`src/rtl/keypad_scanner.sv`:
```
// 4x4 matrix keypad scanner: walks active-low rows, debounces the first low column, reports accepted keys.
// Latency: 2-clk column synchronizer plus DEBOUNCE_TICKS scan ticks to accept; key_valid is registered (one clk after the accepting tick).
// Backpressure: none; key_valid is a single-cycle pulse and key_code holds until the next accepted press.
module keypad_scanner #(
   parameter int SCAN_DIV       = 2500,
   parameter int DEBOUNCE_TICKS = 4
) (
   input  logic       clk,
   input  logic       reset,
   input  logic [3:0] keypad_col,
   output logic [3:0] keypad_row,
   output logic [3:0] key_code,
   output logic       key_valid,
   output logic       key_held
);

   typedef enum logic [1:0] {SCAN, DEBOUNCE, HELD, RELEASE} state_t;

   localparam logic [15:0] DIV_LAST = 16'(SCAN_DIV - 1);
   localparam logic [3:0]  DEB_LAST = 4'(DEBOUNCE_TICKS);

   state_t      state, state_nxt;
   logic [3:0]  col_m, col_s;
   logic [15:0] tick_cnt;
   logic        tick;
   logic [1:0]  row_idx, row_idx_nxt;
   logic [1:0]  col_idx, col_idx_nxt;
   logic [3:0]  deb_cnt, deb_cnt_nxt, deb_inc;
   logic [3:0]  key_code_nxt;
   logic        key_valid_nxt, key_held_nxt;
   logic [1:0]  low_col;
   logic        col_low_any;
   logic        tracked_low;

   // Two-flop synchronizer for the asynchronous column sense lines (idle = pulled up).
   always_ff @(posedge clk) begin
      if (!reset) begin
         col_m <= 4'hF;
         col_s <= 4'hF;
      end else begin
         col_m <= keypad_col;
         col_s <= col_m;
      end
   end

   // Free-running scan-tick divider; runs regardless of FSM state.
   always_ff @(posedge clk) begin
      if (!reset) begin
         tick_cnt <= '0;
      end else if (tick) begin
         tick_cnt <= '0;
      end else begin
         tick_cnt <= tick_cnt + 16'd1;
      end
   end

   assign tick        = (tick_cnt == DIV_LAST);
   assign col_low_any = (col_s != 4'hF);
   assign tracked_low = ~col_s[col_idx];
   assign deb_inc     = deb_cnt + 4'd1;
   assign keypad_row  = ~(4'b0001 << row_idx);

   // Lowest-index low column wins when several keys in the scanned row are down.
   always_comb begin
      low_col = 2'd0;
      if (!col_s[0])      low_col = 2'd0;
      else if (!col_s[1]) low_col = 2'd1;
      else if (!col_s[2]) low_col = 2'd2;
      else if (!col_s[3]) low_col = 2'd3;
   end

   // FSM and datapath registers.
   always_ff @(posedge clk) begin
      if (!reset) begin
         state     <= SCAN;
         row_idx   <= 2'd0;
         col_idx   <= 2'd0;
         deb_cnt   <= 4'd0;
         key_code  <= 4'd0;
         key_valid <= 1'b0;
         key_held  <= 1'b0;
      end else begin
         state     <= state_nxt;
         row_idx   <= row_idx_nxt;
         col_idx   <= col_idx_nxt;
         deb_cnt   <= deb_cnt_nxt;
         key_code  <= key_code_nxt;
         key_valid <= key_valid_nxt;
         key_held  <= key_held_nxt;
      end
   end

   // Next-state logic: every decision is taken on a tick; only the latched column is tracked once a key is seen.
   always_comb begin
      state_nxt     = state;
      row_idx_nxt   = row_idx;
      col_idx_nxt   = col_idx;
      deb_cnt_nxt   = deb_cnt;
      key_code_nxt  = key_code;
      key_valid_nxt = 1'b0;
      key_held_nxt  = key_held;
      if (tick) begin
         case (state)
            SCAN: begin
               if (col_low_any) begin
                  col_idx_nxt = low_col;
                  deb_cnt_nxt = 4'd1;
                  if (DEB_LAST == 4'd1) begin
                     key_code_nxt  = {row_idx, low_col};
                     key_valid_nxt = 1'b1;
                     key_held_nxt  = 1'b1;
                     state_nxt     = HELD;
                  end else begin
                     state_nxt = DEBOUNCE;
                  end
               end else begin
                  row_idx_nxt = row_idx + 2'd1;
               end
            end
            DEBOUNCE: begin
               if (tracked_low) begin
                  deb_cnt_nxt = deb_inc;
                  if (deb_inc == DEB_LAST) begin
                     key_code_nxt  = {row_idx, col_idx};
                     key_valid_nxt = 1'b1;
                     key_held_nxt  = 1'b1;
                     state_nxt     = HELD;
                  end
               end else begin
                  state_nxt   = SCAN;
                  row_idx_nxt = row_idx + 2'd1;
               end
            end
            HELD: begin
               if (!tracked_low) begin
                  deb_cnt_nxt = 4'd1;
                  if (DEB_LAST == 4'd1) begin
                     state_nxt    = SCAN;
                     row_idx_nxt  = row_idx + 2'd1;
                     key_held_nxt = 1'b0;
                  end else begin
                     state_nxt = RELEASE;
                  end
               end
            end
            RELEASE: begin
               if (!tracked_low) begin
                  deb_cnt_nxt = deb_inc;
                  if (deb_inc == DEB_LAST) begin
                     state_nxt    = SCAN;
                     row_idx_nxt  = row_idx + 2'd1;
                     key_held_nxt = 1'b0;
                  end
               end else begin
                  state_nxt = HELD;
               end
            end
            default: state_nxt = SCAN;
         endcase
      end
   end

endmodule

```
`config.mk`:
```
export PLATFORM = sky130hd
export DESIGN_NAME = keypad_scanner
export DESIGN_NICKNAME = d
export VERILOG_FILES = /design/src/rtl/keypad_scanner.sv
export SDC_FILE = /design/constraint.sdc
export NUM_CORES = 1
export LEC_CHECK = 0
export CAP_MARGIN = 20
export CORE_MARGIN = 3
export CORE_UTILIZATION = 50
export DETAILED_ROUTE_END_ITERATION = 16
export DONT_BUFFER_PORTS = 1
export GPL_ROUTABILITY_DRIVEN = 0
export HOLD_SLACK_MARGIN = 0.06
export PLACE_DENSITY = 0.67
export SYNTH_ARGS = -nofsm -noshare
export SYNTH_HDL_FRONTEND = slang
export SYNTH_SLANG_ARGS = --single-unit
```
`constraint.sdc`:
```
create_clock -name clk -period 3.15 [get_ports clk]
set_clock_uncertainty 0.05 [all_clocks]
set_input_delay 0.7875 -clock clk [delete_from_list [all_inputs] [get_ports clk]]
set_output_delay 0.7875 -clock clk [all_outputs]
set_load 0.1 [all_outputs]
```
==> run summary, run 1 <==
First DRT Iteration DRCs: 68
Syn avg cell area: 9.17 um2
Synth top area share: 0.418
Util after Layout: 0.585
Post-route clock period utilization: 0.786
Starting Density: 0.544
Share of cells above drive strength 1: 0.0900
Critical path launch point: row_idx[0]
Overall Global Routing Usage: 0.175
Async SR Flop Fraction: 0
CTS Sinks: 40
Core Footprint: 3520 um2
Post-route DRC: 0
Clock latency at the later pin of the worst-skew pair: 300 ps
Post-route ant nets: 0
Chip Width: 67.9 um
Final setup vio count: 0
Antenna violations before repair: 0
Max cap viols: 0
RSZ-0062 raised after global routing: false
Synth cell count leaders: dfxtp_1, nor2_1, inv_1
Post-DP Area: 1940 um2
Largest net degree at the start of global routing: 17
Vias/cell: 5.54
Final setup TNS: 0 ps
Post-CTS Resized: 0
Hold WS: 365 ps
Cells after Synth: 209
HP Start: col_m[3]
Multi-input gate area: 1040 um2
Vias in the first global route: 1,360
Most common cell in the synthesized netlist: dfxtp_1
Worst slew pin tran: 981 ps
Critical path data arrival time: 1640 ps
Required @ worst endpoint: 2310 ps
Pre-antenna DRT Iters: 4
Port Buffer Count: 0
#FFs+latches synth: 40
EDFF count, synth: 0
Ys flop type: dfxtp_1
DP HPWL: 2520 um
Total grt overflow: 0
Clock buffer depth: 2
Max-Slew Margin vs Limit: 0.345
# hold bufs at CTS: 0
WL per Instance: 13.4 um
Sequential area share after synthesis: 0.418
Worst reg2reg path startpoint: col_idx[0]
Placed insts: 249
Antenna diodes: 0
Worst Setup End Kind: output port
Layout Nets: 227
Setup Crit Path Kind: flop to output port
TritonCTS clock tree: built
Yosys warning total: 0
Pins Over Slew Limit: 0
CTS clk-pin slew, worst paths: 80 ps
CP Launch Type: flop
Max FO, Critical Path: 6
Mapped cell area: 1920 um2
Pwr Density: 474 nW/um2
Seq. cell area: 801 um2
Fillers: 324
Synth Net Count: 226
Non-filler instance count after layout: 257
Hold Fails Final Rpt: 0
CTS root buf: clkbuf_8
Row cnt: 21
Post-route cell area: 2060 um2
VDD IR max: 480 uV
Yosys top cell by area: dfxtp_1
Total power: 978 uW
Die ar.: 4610 um2
Die Y: 67.9 um
Most area-consuming cells after synthesis: dfxtp_1, ha_1, nor2_1
Post-layout min period: 2480 ps
Setup Buffers After CTS: 0
Via count: 1,425
Ports: 16
Status: completed
Max Freq: 404 MHz
First-pass GRT wire length: 6050 um
Synth cell types: 49
Static leakage: 0.781 nW
Final worst slack: 673 ps
Dpl ws: 1010 ps
Area growth, synth to finish: 7.51%
H-tree Lvls: 2
Total CTS buffers: 5
Worst min path class: flop to flop
WL final: 3440 um
cell type report:
class,instances,area share
multi-input combinational,150,0.503
sequential,40,0.389
clock buffer,5,0.0334
tap,46,0.0279
inverter,13,0.0237
clock inverter,3,0.0231
cell usage in the layout, fill, tap and decap left out, types with 6 or more instances in the layout:
| master | instances |
|---|---|
| a21oi_1 | 8 |
| and3_1 | 6 |
| dfxtp_1 | 40 |
| ha_1 | 11 |
| inv_1 | 13 |
| mux2i_1 | 6 |
| nand2_1 | 9 |
| nand2b_1 | 9 |
| nand3_1 | 10 |
| nor2_1 | 27 |
| o21ai_0 | 8 |
| xor2_1 | 7 |
final timing paths:
check,end,slack (ps),depth (start not counted)
worst max register to register,deb_cnt[2],1070,5
worst min-delay path,col_s[3],360,1
worst min register to register,col_s[3],360,1
worst max-delay path,keypad_row[2],670,3
sequential cells by signal, summed over array words and instances, names as in the netlist, named ones only:
register	cells
col_idx	2
col_m	4
col_s	4
deb_cnt	4
key_code	4
key_held	1
key_valid	1
row_idx	2
state	1
tick_cnt	16
cell families (layout without fill, tap and decap cells):
logic type                 after synthesis  in the layout  share of synthesized area
AOI/OAI and AO/OA                       31             31                      0.108
xor gates and xnor gates                12             12                     0.0548
adders and majority gates               11             11                     0.0718
buffers and inverters                   19             21                     0.0411
DFF                                     40             40                      0.418
muxes                                    8              8                     0.0509
and+or+nand+nor                         88             88                      0.255
critical path, cell delays in order (launching register included):
cell and delay [ps]:
dfxtp_1 430, inv_1 90, ha_1 210, inv_1 610
routing by layer:
| metal | global-route usage | vias up | routed length, um |
|---|---|---|---|
| met3 | 0.0493 | 7 | 110 |
| met1 | 0.200 | 664 | 1630 |
| li1 | - | 733 | - |
| met5 | 0 | - | 0 |
| met2 | 0.305 | 21 | 1660 |
| met4 | 0.0744 | 0 | 40 |
power breakdown:
part / switching (mW) / internal [mW] / total [mW]
combinational: 0.0143 / 0.0105 / 0.0248
clock: 0.185 / 0.238 / 0.423
sequential: 0.0151 / 0.514 / 0.530
total: 0.214 / 0.763 / 0.978
Note: power is estimated with default switching activity, not from simulation.
==> run 2, diff against run 1 <==
--- a/config.mk
+++ b/config.mk
@@ -12,7 +12,7 @@
 export DONT_BUFFER_PORTS = 1
 export GPL_ROUTABILITY_DRIVEN = 0
 export HOLD_SLACK_MARGIN = 0.06
-export PLACE_DENSITY = 0.67
+export PLACE_DENSITY = 0.7
 export SYNTH_ARGS = -nofsm -noshare
 export SYNTH_HDL_FRONTEND = slang
 export SYNTH_SLANG_ARGS = --single-unit
==> constraint.sdc (replaced) <==
create_clock -name clk -period 2.2 [get_ports clk]
set_clock_uncertainty 0.05 [all_clocks]
set_input_delay 0.55 -clock clk [delete_from_list [all_inputs] [get_ports clk]]
set_output_delay 0.55 -clock clk [all_outputs]
set_load 0.1 [all_outputs]
==> run summary, run 2 (synthesized netlist as in run 1, its figures left out) <==
VDD IR max: 560 uV (+17%)
RSZ-0062 raised after global routing: false
Row cnt: 21 (unchanged)
Critical R2R Capture: deb_cnt[2]
Commonest non-fill, non-tap cell in the layout: dfxtp_1
Overall Global Routing Usage: 0.186 (+0.0106)
Status: completed
Hold path cells: 1 (unchanged)
Util after Layout: 0.623 (+0.0380)
Critical path data arrival time: 2240 ps (+600 ps)
HP Start: reset
Max Freq: 480 MHz
Worst Setup End Kind: flop
Final worst slack: 117 ps (-557 ps)
Global routing's busiest layer: met2
TritonCTS clock tree: built
Layout Nets: 239 (+5.3%)
First-pass GRT wire length: 6470 um (+7.0%)
Worst reg2reg setup slack: 120 ps (-950 ps)
Starting Density: 0.544 (unchanged)
Commonest non-fill, non-tap cells in the layout: dfxtp_1, nor2_1, inv_1
Post-route DRC: 0 (unchanged)
Worst slew pin tran: 487 ps (-493 ps)
# hold bufs at CTS: 0 (unchanged)
Via count: 1,511 (+6.0%)
Antenna diodes: 0 (unchanged)
Area growth, synth to finish: 14.5%
Core Footprint: 3520 um2 (unchanged)
Static leakage: 0.860 nW (+10%)
Pre-antenna DRT Iters: 4 (unchanged)
First DRT Iteration DRCs: 81 (+19%)
Cell Chain, Critical Path: mux4_2 -> mux2_4 -> nand3_4 -> or4b_1 -> a21oi_1
Pwr Density: 738 nW/um2 (+56%)
Post-layout min period: 2080 ps
Final setup TNS: 0 ps (unchanged)
Vias in the first global route: 1,439 (+5.8%)
Crit-path slowest cell: mux4_2
Met1 GRT Util: 0.208 (+0.00811)
WL per Instance: 13.9 um (+3.7%)
Share of cells above drive strength 1: 0.143 (+0.0535)
CP max stage delay: 600 ps (about the same)
Vias/cell: 5.62 (+1.3%)
Antenna violations before repair: 0 (unchanged)
CTS Sinks: 40 (unchanged)
Largest net degree at the start of global routing: 17 (unchanged)
R2r worst-path depth: 5 (unchanged)
Hold WS: 283 ps (-81.9 ps)
Max reg flops: 16 (unchanged)
Setup Crit Path Kind: flop to flop
Port Buffer Count: 0 (unchanged)
Worst reg2reg path startpoint: col_idx[0]
Ports: 16 (unchanged)
Max cap viols: 0 (unchanged)
Max FO, Critical Path: 7 (+1)
Post-route clock period utilization: 0.947
Die Y: 67.9 um (unchanged)
Post-route ant nets: 0 (unchanged)
H-tree Lvls: 2 (unchanged)
Hold Fails Final Rpt: 0 (unchanged)
Required @ worst endpoint: 2360 ps (+50 ps)
Total CTS buffers: 5 (unchanged)
Clock latency at the later pin of the worst-skew pair: 290 ps (about the same)
Total power: 1.62 mW (+66%)
WL final: 3730 um (+8.5%)
CTS root buf: clkbuf_8
Chip Width: 67.9 um (unchanged)
Largest Register: tick_cnt
Worst Hold End: col_m[0]
Fillers: 297 (-8.3%)
Met2 GRT Util: 0.338 (+0.0328)
CTS clk-pin slew, worst paths: 70 ps (about the same)
DP HPWL: 2730 um (+8.1%)
Setup Buffers After CTS: 0 (unchanged)
Clock buffer depth: 2 (unchanged)
Die ar.: 4610 um2 (unchanged)
Met3 Track Usage GR: 0.0525 (+0.00328)
Dpl ws: 123 ps (-885 ps)
Final setup vio count: 0 (unchanged)
Total grt overflow: 0 (unchanged)
Worst min path class: input port to flop
Max-Slew Margin vs Limit: 0.674 (+0.329)
CP Launch Type: flop
Post-CTS Resized: 0 (unchanged)
Pins Over Slew Limit: 0 (unchanged)
==> run 2: worst max-delay path by stage <==
stage,slack [ps],cells after the start,to,start
finish,120,5,deb_cnt[2],col_idx[0]
global route,10,6,key_code[1],deb_cnt[1]
detailed placement,120,6,key_code[1],deb_cnt[1]
CTS,90,6,key_code[1],deb_cnt[1]
floorplan,250,5,deb_cnt[2],col_idx[0]
global placement,200,5,deb_cnt[2],col_idx[0]
==> run 2: cell type report <==
type | instances | area (um2) | area share
repair buffers | 12 | 90.1 | 0.0410
inverters | 13 | 48.8 | 0.0222
well taps | 46 | 57.6 | 0.0262
multi-input cells | 150 | 1040 | 0.473
clock inverters | 3 | 90.1 | 0.0410
flip-flops and latches | 40 | 801 | 0.365
clock buffers | 5 | 68.8 | 0.0314
==> run 2: critical path, delay by kind of cell, from the launching register on <==
kind            cells  cell delay [ps]
flops               1              370
simple gates        2              560
mux                 2              850
compound gates      1              170
==> run 2: routing by layer <==
layer  wire length, um  up-vias  share of wire
li1                  -      758              -
met1              1640      723           0.44
met2              1900       25           0.51
met3               143        5          0.038
met4                42        0          0.011
met5                 0        -              0
==> run 2: per-stage QoR <==
stage	cells	cell area, um2
final	269	2190
after global routing	269	2190
after CTS	269	2190
after detailed placement	261	2030
after global placement	261	2030
after floorplan	209	1920
==> run 2: report_power, final <==
| group | internal, mW | total, mW | switching [mW] |
|---|---|---|---|
| combinational | 0.0173 | 0.0517 | 0.0344 |
| sequential | 0.737 | 0.745 | 0.00823 |
| clock | 0.567 | 0.823 | 0.256 |
